===== src/rtl/fp_norm_pack_if.sv =====
// rtl/fp_norm_pack_if.sv - operand/result handshake bundle for fp_norm_pack
interface fp_norm_pack_if;
    logic        in_valid;
    logic        in_ready;
    logic        SR;
    logic [7:0]  ER;
    logic [27:0] MR;
    logic        out_valid;
    logic        out_ready;
    logic [31:0] result;
    logic        overflow;
    logic        underflow;
    logic        inexact;

    modport master (
        output in_valid, SR, ER, MR, out_ready,
        input  in_ready, out_valid, result, overflow, underflow, inexact
    );

    modport slave (
        input  in_valid, SR, ER, MR, out_ready,
        output in_ready, out_valid, result, overflow, underflow, inexact
    );
endinterface


===== src/rtl/fp_norm_pack.sv =====
// rtl/fp_norm_pack.sv - single-precision normalize, round-to-nearest-even and pack
module fp_norm_pack (
    input  logic           clk,
    input  logic           rst_n,
    fp_norm_pack_if.slave  bus
);
    typedef enum logic [1:0] {IDLE, NORM, ROUND, DONE} state_t;

    state_t      state_q, state_d;
    logic        s_q, s_d;
    logic [8:0]  e_q, e_d;
    logic [27:0] m_q, m_d;
    logic [31:0] result_q, result_d;
    logic        ovf_q, ovf_d;
    logic        unf_q, unf_d;
    logic        inx_q, inx_d;

    logic        round_up;
    logic [24:0] rnd_sum;
    logic [8:0]  rnd_e;
    logic        rnd_hidden;
    logic [22:0] rnd_frac;
    logic [7:0]  rnd_exp;
    logic        rnd_inexact;

    // Rounding works on m[27:3]; a carry into bit 27 renormalizes by one right shift.
    always_comb begin
        round_up    = m_q[2] & (m_q[1] | m_q[0] | m_q[3]);
        rnd_sum     = m_q[27:3] + {24'b0, round_up};
        rnd_inexact = |m_q[2:0];
        if (rnd_sum[24]) begin
            rnd_e      = e_q + 9'd1;
            rnd_hidden = 1'b1;
            rnd_frac   = rnd_sum[23:1];
        end else begin
            rnd_e      = e_q;
            rnd_hidden = rnd_sum[23];
            rnd_frac   = rnd_sum[22:0];
        end
        rnd_exp = rnd_hidden ? rnd_e[7:0] : 8'h00;
    end

    always_ff @(posedge clk or negedge rst_n) begin
        if (!rst_n) begin
            state_q <= IDLE;
        end else begin
            state_q <= state_d;
        end
    end

    always_comb begin
        state_d = state_q;
        case (state_q)
            IDLE:  if (bus.in_valid) state_d = NORM;
            NORM: begin
                if (m_q == 28'd0)                      state_d = DONE;
                else if (m_q[27])                      state_d = NORM;
                else if (!m_q[26] && (e_q > 9'd1))     state_d = NORM;
                else                                   state_d = ROUND;
            end
            ROUND: state_d = DONE;
            DONE:  if (bus.out_ready) state_d = IDLE;
            default: state_d = IDLE;
        endcase
    end

    always_comb begin
        bus.in_ready  = (state_q == IDLE);
        bus.out_valid = (state_q == DONE);
        bus.result    = result_q;
        bus.overflow  = ovf_q;
        bus.underflow = unf_q;
        bus.inexact   = inx_q;
    end

    always_comb begin
        s_d      = s_q;
        e_d      = e_q;
        m_d      = m_q;
        result_d = result_q;
        ovf_d    = ovf_q;
        unf_d    = unf_q;
        inx_d    = inx_q;
        case (state_q)
            IDLE: begin
                if (bus.in_valid) begin
                    s_d = bus.SR;
                    e_d = (bus.ER == 8'd0) ? 9'd1 : {1'b0, bus.ER};
                    m_d = bus.MR;
                end
            end
            NORM: begin
                if (m_q == 28'd0) begin
                    result_d = {s_q, 31'b0};
                    ovf_d    = 1'b0;
                    unf_d    = 1'b0;
                    inx_d    = 1'b0;
                end else if (m_q[27]) begin
                    // Fold the bit shifted out into sticky so rounding still sees it.
                    m_d = {1'b0, m_q[27:2], m_q[1] | m_q[0]};
                    e_d = e_q + 9'd1;
                end else if (!m_q[26] && (e_q > 9'd1)) begin
                    m_d = m_q << 1;
                    e_d = e_q - 9'd1;
                end
            end
            ROUND: begin
                e_d = rnd_e;
                if (rnd_e >= 9'd255) begin
                    result_d = {s_q, 8'hFF, 23'b0};
                    ovf_d    = 1'b1;
                    unf_d    = 1'b0;
                    inx_d    = 1'b1;
                end else begin
                    result_d = {s_q, rnd_exp, rnd_frac};
                    ovf_d    = 1'b0;
                    unf_d    = (rnd_exp == 8'h00) && (rnd_frac != 23'd0) && rnd_inexact;
                    inx_d    = rnd_inexact;
                end
            end
            default: ;
        endcase
    end

    always_ff @(posedge clk or negedge rst_n) begin
        if (!rst_n) begin
            s_q      <= 1'b0;
            e_q      <= 9'd0;
            m_q      <= 28'd0;
            result_q <= 32'd0;
            ovf_q    <= 1'b0;
            unf_q    <= 1'b0;
            inx_q    <= 1'b0;
        end else begin
            s_q      <= s_d;
            e_q      <= e_d;
            m_q      <= m_d;
            result_q <= result_d;
            ovf_q    <= ovf_d;
            unf_q    <= unf_d;
            inx_q    <= inx_d;
        end
    end
endmodule


===== src/flat_wrapper.sv =====
// flat-port wrapper written by rule: the top's interface ports become plain ports
module fp_norm_pack_flat 
  (clk, rst_n, bus_in_valid, bus_SR, bus_ER, bus_MR, bus_out_ready, bus_in_ready, bus_out_valid, bus_result, bus_overflow, bus_underflow, bus_inexact);
  fp_norm_pack_if bus_i ();
  input  logic clk;
  input  logic rst_n;
  input wire logic [$bits(bus_i.in_valid)-1:0] bus_in_valid;
  input wire logic [$bits(bus_i.SR)-1:0] bus_SR;
  input wire logic [$bits(bus_i.ER)-1:0] bus_ER;
  input wire logic [$bits(bus_i.MR)-1:0] bus_MR;
  input wire logic [$bits(bus_i.out_ready)-1:0] bus_out_ready;
  output wire logic [$bits(bus_i.in_ready)-1:0] bus_in_ready;
  output wire logic [$bits(bus_i.out_valid)-1:0] bus_out_valid;
  output wire logic [$bits(bus_i.result)-1:0] bus_result;
  output wire logic [$bits(bus_i.overflow)-1:0] bus_overflow;
  output wire logic [$bits(bus_i.underflow)-1:0] bus_underflow;
  output wire logic [$bits(bus_i.inexact)-1:0] bus_inexact;
  assign bus_i.in_valid = bus_in_valid;
  assign bus_i.SR = bus_SR;
  assign bus_i.ER = bus_ER;
  assign bus_i.MR = bus_MR;
  assign bus_i.out_ready = bus_out_ready;
  assign bus_in_ready = bus_i.in_ready;
  assign bus_out_valid = bus_i.out_valid;
  assign bus_result = bus_i.result;
  assign bus_overflow = bus_i.overflow;
  assign bus_underflow = bus_i.underflow;
  assign bus_inexact = bus_i.inexact;
  fp_norm_pack u_core (.clk(clk), .rst_n(rst_n), .bus(bus_i));
endmodule

===== config.mk =====
export PLATFORM = sky130hd
export DESIGN_NAME = fp_norm_pack_flat
export DESIGN_NICKNAME = d
export VERILOG_FILES = /design/src/rtl/fp_norm_pack_if.sv /design/src/rtl/fp_norm_pack.sv /design/src/flat_wrapper.sv
export SDC_FILE = /design/constraint.sdc
export NUM_CORES = 1
export LEC_CHECK = 0
export BUFFER_PORTS_ARGS = -buffer_cell sky130_fd_sc_hd__buf_2
export CORE_MARGIN = 5
export CORE_UTILIZATION = 55
export DETAILED_ROUTE_END_ITERATION = 7
export PLACE_DENSITY = 0.77
export SETUP_SLACK_MARGIN = 0.02
export SYNTH_ARGS = -nofsm -noshare
export SYNTH_HDL_FRONTEND = slang
export SYNTH_SLANG_ARGS = --single-unit

===== constraint.sdc =====
create_clock -name clk -period 6.6 [get_ports clk]
set_input_delay 0.66 -clock clk [delete_from_list [all_inputs] [get_ports clk]]
set_output_delay 0.66 -clock clk [all_outputs]
set_load 0.02 [all_outputs]

; Yosys cells after proc, flatten, opt, wreduce, memory -nomap -nowiden
; Index checks and enable logic that the tools add are counted.
[word_totals]
register_bits = 75
latch_bits = 0
ramBits = 0
rom_bits = 0
in_bits = 41
output_inout_bits = 37
memories = 0
[classes]
add_sub_neg = 3
mul = 0
div_mod_pow = 0
order_cmp = 2
eq_ne = 8
shift = 0
muxes = 31
bitwise_logic = 3
reduce_logical = 19
[op_table]
columns = operator, count
row1 = 2-to-1 mux 28 bit, 4
row2 = one-hot mux 32 bit (2 select lines), 1
row3 = one-hot mux 28 bit (2 select lines), 1
row4 = 2-to-1 mux 9 bit, 5
row5 = 2-to-1 mux 32 bit, 1
row6 = 2-to-1 mux 31 bit, 1
row7 = logical NOT 28 bit, 1
row8 = one-hot mux 9 bit (3 select lines), 1
row9 = adder 25 x 1 -> 25 bit, 1
row10 = 2-to-1 mux 23 bit, 1
row11 = nonzero test 23 bit, 1
row12 = logical NOT 8 bit, 2
row13 = 2-to-1 mux 8 bit, 2
row14 = 2-to-1 mux 2 bit, 5
row15 = "adder 9 x 1 -> 9 bit, second input constant", 1
row16 = "greater-or-equal comparator 9 x 8 -> 1 bit, second input constant", 1
row17 = "> comparator 9 x 1 -> 1 bit, second input constant", 1
row18 = "subtractor 9 x 1 -> 9 bit, second input constant", 1
row19 = one-hot mux 2 bit (4 select lines), 1
row20 = AND reduction 4 bit, 2
row21 = "inequality test 2 bit, second input constant", 3
row22 = one-hot mux 1 bit (2 select lines), 3
row23 = AND reduction 2 bit, 3
row24 = 2-to-1 mux 1 bit, 5
row25 = other kinds (13), 18

; Longest topological paths before layout
[depth]
word_depth = 11
ltp_mapped = 13

; Least setup slack after synthesis
; Ideal clock, no wire load.
[synth_path]
path_type = register to register
startpoint = register u_core.m_q[2]
endpoint = register u_core.unf_q, in the netlist u_core.bus.underflow
setup_time_ps = 126
t_arrival_ps = 2821
slack_ps = 3653
stages_incl_launch_ff = 13
path_buffers = 2
synth_period_minus_slack_ps = 2947
cell_sequence = dfrtp_1 > and2_1 > ha_1 > nand4_1 > or4_4 > nor3_4 > nor2_1 > buf_2 > buf_4 > o31ai_2 > a22o_1 > nand2_1 > o32a_1
[synth_via]
elab_chain_cells = 9
elab_cells_between_ends = 17
classes_between = add/sub (1) / order compare (1) / eq/ne (1) / mux (6) / bitwise (1) / reduce/logical (7)
[synth_lines]
columns = item, line
row1 = from (decl), fp_norm_pack.sv:12  ; logic [27:0] m_q, m_d;
row2 = from (signal assigned), fp_norm_pack.sv:137  ; m_q <= m_d;
row3 = branches (longest 9 deep; another with adder 25 x 1 -> 25 bit), -
row4 = to (signal assigned), fp_norm_pack.sv:140  ; unf_q <= unf_d;
row5 = to (decl), fp_norm_pack.sv:15  ; logic unf_q, unf_d;
; Several ways; the timed one is not identified.
; A chain may end at the register's enable or synchronous reset.

; Worst setup path in the final report
[layout_path]
startpoint = register u_core.m_q[3]
endpoint = register u_core.result_q[3], in the netlist u_core.bus.result[3]
[layout_via]
elab_chain_cells = 7
elab_cells_between_ends = 11
classes_between = add/sub (1) / order compare (1) / eq/ne (1) / mux (4) / bitwise (2) / reduce/logical (2)
[layout_lines]
columns = item, line
row1 = bitwise OR 1 bit, fp_norm_pack.sv:28  ; round_up = m_q[2] & (m_q[1] | m_q[0] | m_q[3]);
row2 = bitwise AND 1 bit, fp_norm_pack.sv:28
row3 = adder 25 x 1 -> 25 bit, fp_norm_pack.sv:29  ; rnd_sum = m_q[27:3] + {24'b0, round_up};
row4 = 2-to-1 mux 9 bit, fp_norm_pack.sv:31  ; if (rnd_sum[24]) begin
row5 = greater-or-equal comparator 9 x 8 -> 1 bit, fp_norm_pack.sv:109  ; if (rnd_e >= 9'd255) begin
row6 = 2-to-1 mux 31 bit, fp_norm_pack.sv:109
row7 = one-hot mux 32 bit (2 select lines), fp_norm_pack.sv:84  ; case (state_q)
row8 = to (signal assigned), fp_norm_pack.sv:138  ; result_q <= result_d;
row9 = to (decl), fp_norm_pack.sv:13  ; logic [31:0] result_q, result_d;
; Several ways; a longest one is shown, not always the timed one.

==> flow_summary.toml <==
[final_layout]
areaGrowthSynthToFinish_pct = 9.48
finalCoreUtilization = 0.616
diodes = 0
drive_above_1_share = 0.170
nets = 767

[setup_path]
r2r_setup_slack_ns = 2.54
startpoint_type = "flip-flop"
arrival_ns = 4.36
cp_slowest_cell = "nand2_1"
path_cells = "and2_1, ha_1, nand4_1, or4_4, o21ai_4, nand2_1, a41o_1, a41oi_2, and3b_1, a32o_1"
crit_required_ns = 6.89
endpoint_kind = "flip-flop"
path_max_fanout = 23
cpPeakStageDelay_ns = 0.57
path_class = "flip-flop to flip-flop"
reg2reg_depth = 10

[synth]
synth_nets = 745
ys_seq_area_frac = 0.341
ys_types = 74
synth.avg_cell_area_um2 = 7.92
yosysWarnings = 0
synth.area.top_cells = "dfrtp_1, nand2_1, o21ai_0, xnor2_1, o211ai_1"
synth_top_cell_by_area = "dfrtp_1"
synth_cells = 695
synth-edff-count = 0
synth-async-reset-ratio = 1.00
synth_area_um2 = 5500
ys_ff_latch = 75
synth_top_area_frac = 0.341
synthFlopType = "dfrtp_1"

[floorplan]
fp.dieArea_um2 = 12100
start_util = 0.563
io_pins = 78
fp.coreArea_um2 = 9770
die_w_um = 110
rows = 36
die_h_um = 110

[hold_path]
hp-class = "primary input to async pin"

[place]
dpl.hpwl_um = 10800
gp_congestion = 0.915
numPortBuffers = 77

[power]
p_clk_frac = 0.132
switching_share = 0.513
p_leak_nw = 2.61
intPower_mw = 1.51
p_comb_frac = 0.549
p_sw_mw = 1.59
ir_drop_mv = 0.478
pwr_density_cell_nw_per_um2 = 515
p_seq_frac = 0.319

[global_routing]
antenna_found_initial = 0
grt_max_degree = 76
grt_pass1_wl_um = 25200
grt_pass1_vias = 4779
grt.overflow.total = 0
grt.total_usage = 0.263

[routing]
wl_per_cell_um = 18.0
drt-total-wl_um = 15400
firstDrtPassIters = 5
ant_nets = 0
drtIter0Drc = 566
vias = 5340
routed_via_density = 6.25
drc = 0

[sta]
hold_viol = 0
period_needed_ns = 4.06
setup_viol = 0
fmax_mhz = 246
rsz0062_at_grt = "false"
skew_ns = 0.0111
maxSlewHeadroom = 0.278
finalMaxSlewViolations = 0
tns_ns = 0
period_share = 0.616
whs_ns = 0.450
worstMarginPinSlew_ns = 1.07

[clock_network]
post_cts_buffers = 0
clockBufferDepth = 2
cts_resized = 0
clk_pin_slew_ns = 0.08
ctsHoldBuffers = 0
cts_tree = "built"
insertion_delay_ns = 0.36
root_buffer = "clkbuf_8"
htreeDepth = 3
cts.sink_count = 75
cts-buffers-inserted = 9

[run_status]
status = "finished, final reports clean"

[job]
maxCapViolCount = 0
-- sequential cells by signal (all words and copies together), names as in the netlist, named ones only --
register,cells
u_core.s_q,1
u_core.e_q,9
u_core.m_q,28
u_core.bus.overflow,1
u_core.state_q,1
u_core.bus.result,32
u_core.bus.underflow,1
u_core.bus.inexact,1
-- metrics by stage --
step / total power [mW] / setup WS [ns] / cells / cell area [µm²]
2_1_floorplan: 2.25 / 3.65 / 695 / 5500
3_5_place_dp: 2.67 / 2.59 / 839 / 5800
3_3_place_gp: 2.62 / 2.80 / 839 / 5800
6_report: 3.10 / 2.54 / 855 / 6030
4_1_cts: 3.09 / 2.58 / 855 / 6030
5_1_grt: 3.37 / 2.28 / 855 / 6030
-- worst paths after layout --
check	start	to
min	rst_n	u_core.bus.result[27]
max in group asynchronous	rst_n	u_core.m_q[27]
max reg2reg	u_core.m_q[3]	u_core.bus.result[3]
min in group clk	u_core.bus.overflow	u_core.bus.overflow
max	u_core.m_q[3]	u_core.bus.result[3]
min reg2reg	u_core.bus.overflow	u_core.bus.overflow
-- power groups by stage --
stage          registers, mW  clock network, mW  logic, mW
4_1_cts                0.978              0.415       1.69
3_5_place_dp           0.986                  0       1.68
2_1_floorplan          0.836                  0       1.42
6_report               0.990              0.410       1.70
3_3_place_gp           0.976                  0       1.65
5_1_grt                 1.03              0.437       1.90
-- worst max-delay path: cells and delay by family (launching register included) --
| family | cells | cell delay, ns |
|---|---|---|
| compound gates | 4 | 1.23 |
| fa+ha+maj | 1 | 0.21 |
| flops | 1 | 0.46 |
| simple gates | 5 | 2.09 |
-- synthesized netlist by cell type, types with 4 or more instances --
library cell and count:
buf_2 16, nor4_1 14, xnor2_1 24, a31oi_1 4
nor3_1 12, nand2_1 141, a22o_1 6, nand3_1 21
inv_1 17, a32o_1 12, and3_1 11, mux2i_1 9
buf_1 6, o31ai_1 8, dfrtp_1 75, ha_1 9
a221o_1 9, a21o_1 4, nor2_1 37, a221oi_1 8
o211ai_1 27, a21oi_1 18, and2_1 6, nand4_1 9
o21ai_0 70, xor2_1 9, clkbuf_1 43
-- cell families (layout without fill, tap and decap cells) --
family                     count (synthesis)  count (layout)  share of synthesized area
AOI/OAI and AO/OA                        200             200                      0.254
xor gates and xnor gates                  35              35                     0.0584
adders and majority gates                  9               9                     0.0205
buffers and inverters                     88             115                     0.0686
DFF                                       75              75                      0.341
muxes                                     11              11                     0.0205
and+or+nand+nor                          277             277                      0.237
-- per-layer routing --
layer	track usage	wire length, µm	up-vias
met1	0.420	7370	2509
met2	0.350	6510	262
met3	0.0524	1300	20
met4	0.0801	175	0
li1	-	-	2549
met5	0	0	-
-- layout make-up --
| type | instances | area [µm²] |
|---|---|---|
| tap | 133 | 166 |
| clock buffer | 12 | 155 |
| multi-input combinational | 532 | 3260 |
| inverter | 17 | 63.8 |
| fill | 924 | 3750 |
| timing repair buffer | 82 | 425 |
| sequential | 75 | 1880 |
| clock inverter | 4 | 72.6 |
-- placed cells by master (no fill, tap or decap), types with 11 or more instances in the layout --
cell and instances:
a21oi_1 17, nand2_1 141, a32o_1 12, nor4_1 14, buf_2 76, o211ai_1 27, o21ai_0 70, nor3_1 12
xnor2_1 24, dfrtp_1 74, nand3_1 21, inv_1 17, nor2_1 36, and3_1 11, clkbuf_8 11
Power figures use the tool's default switching activity.
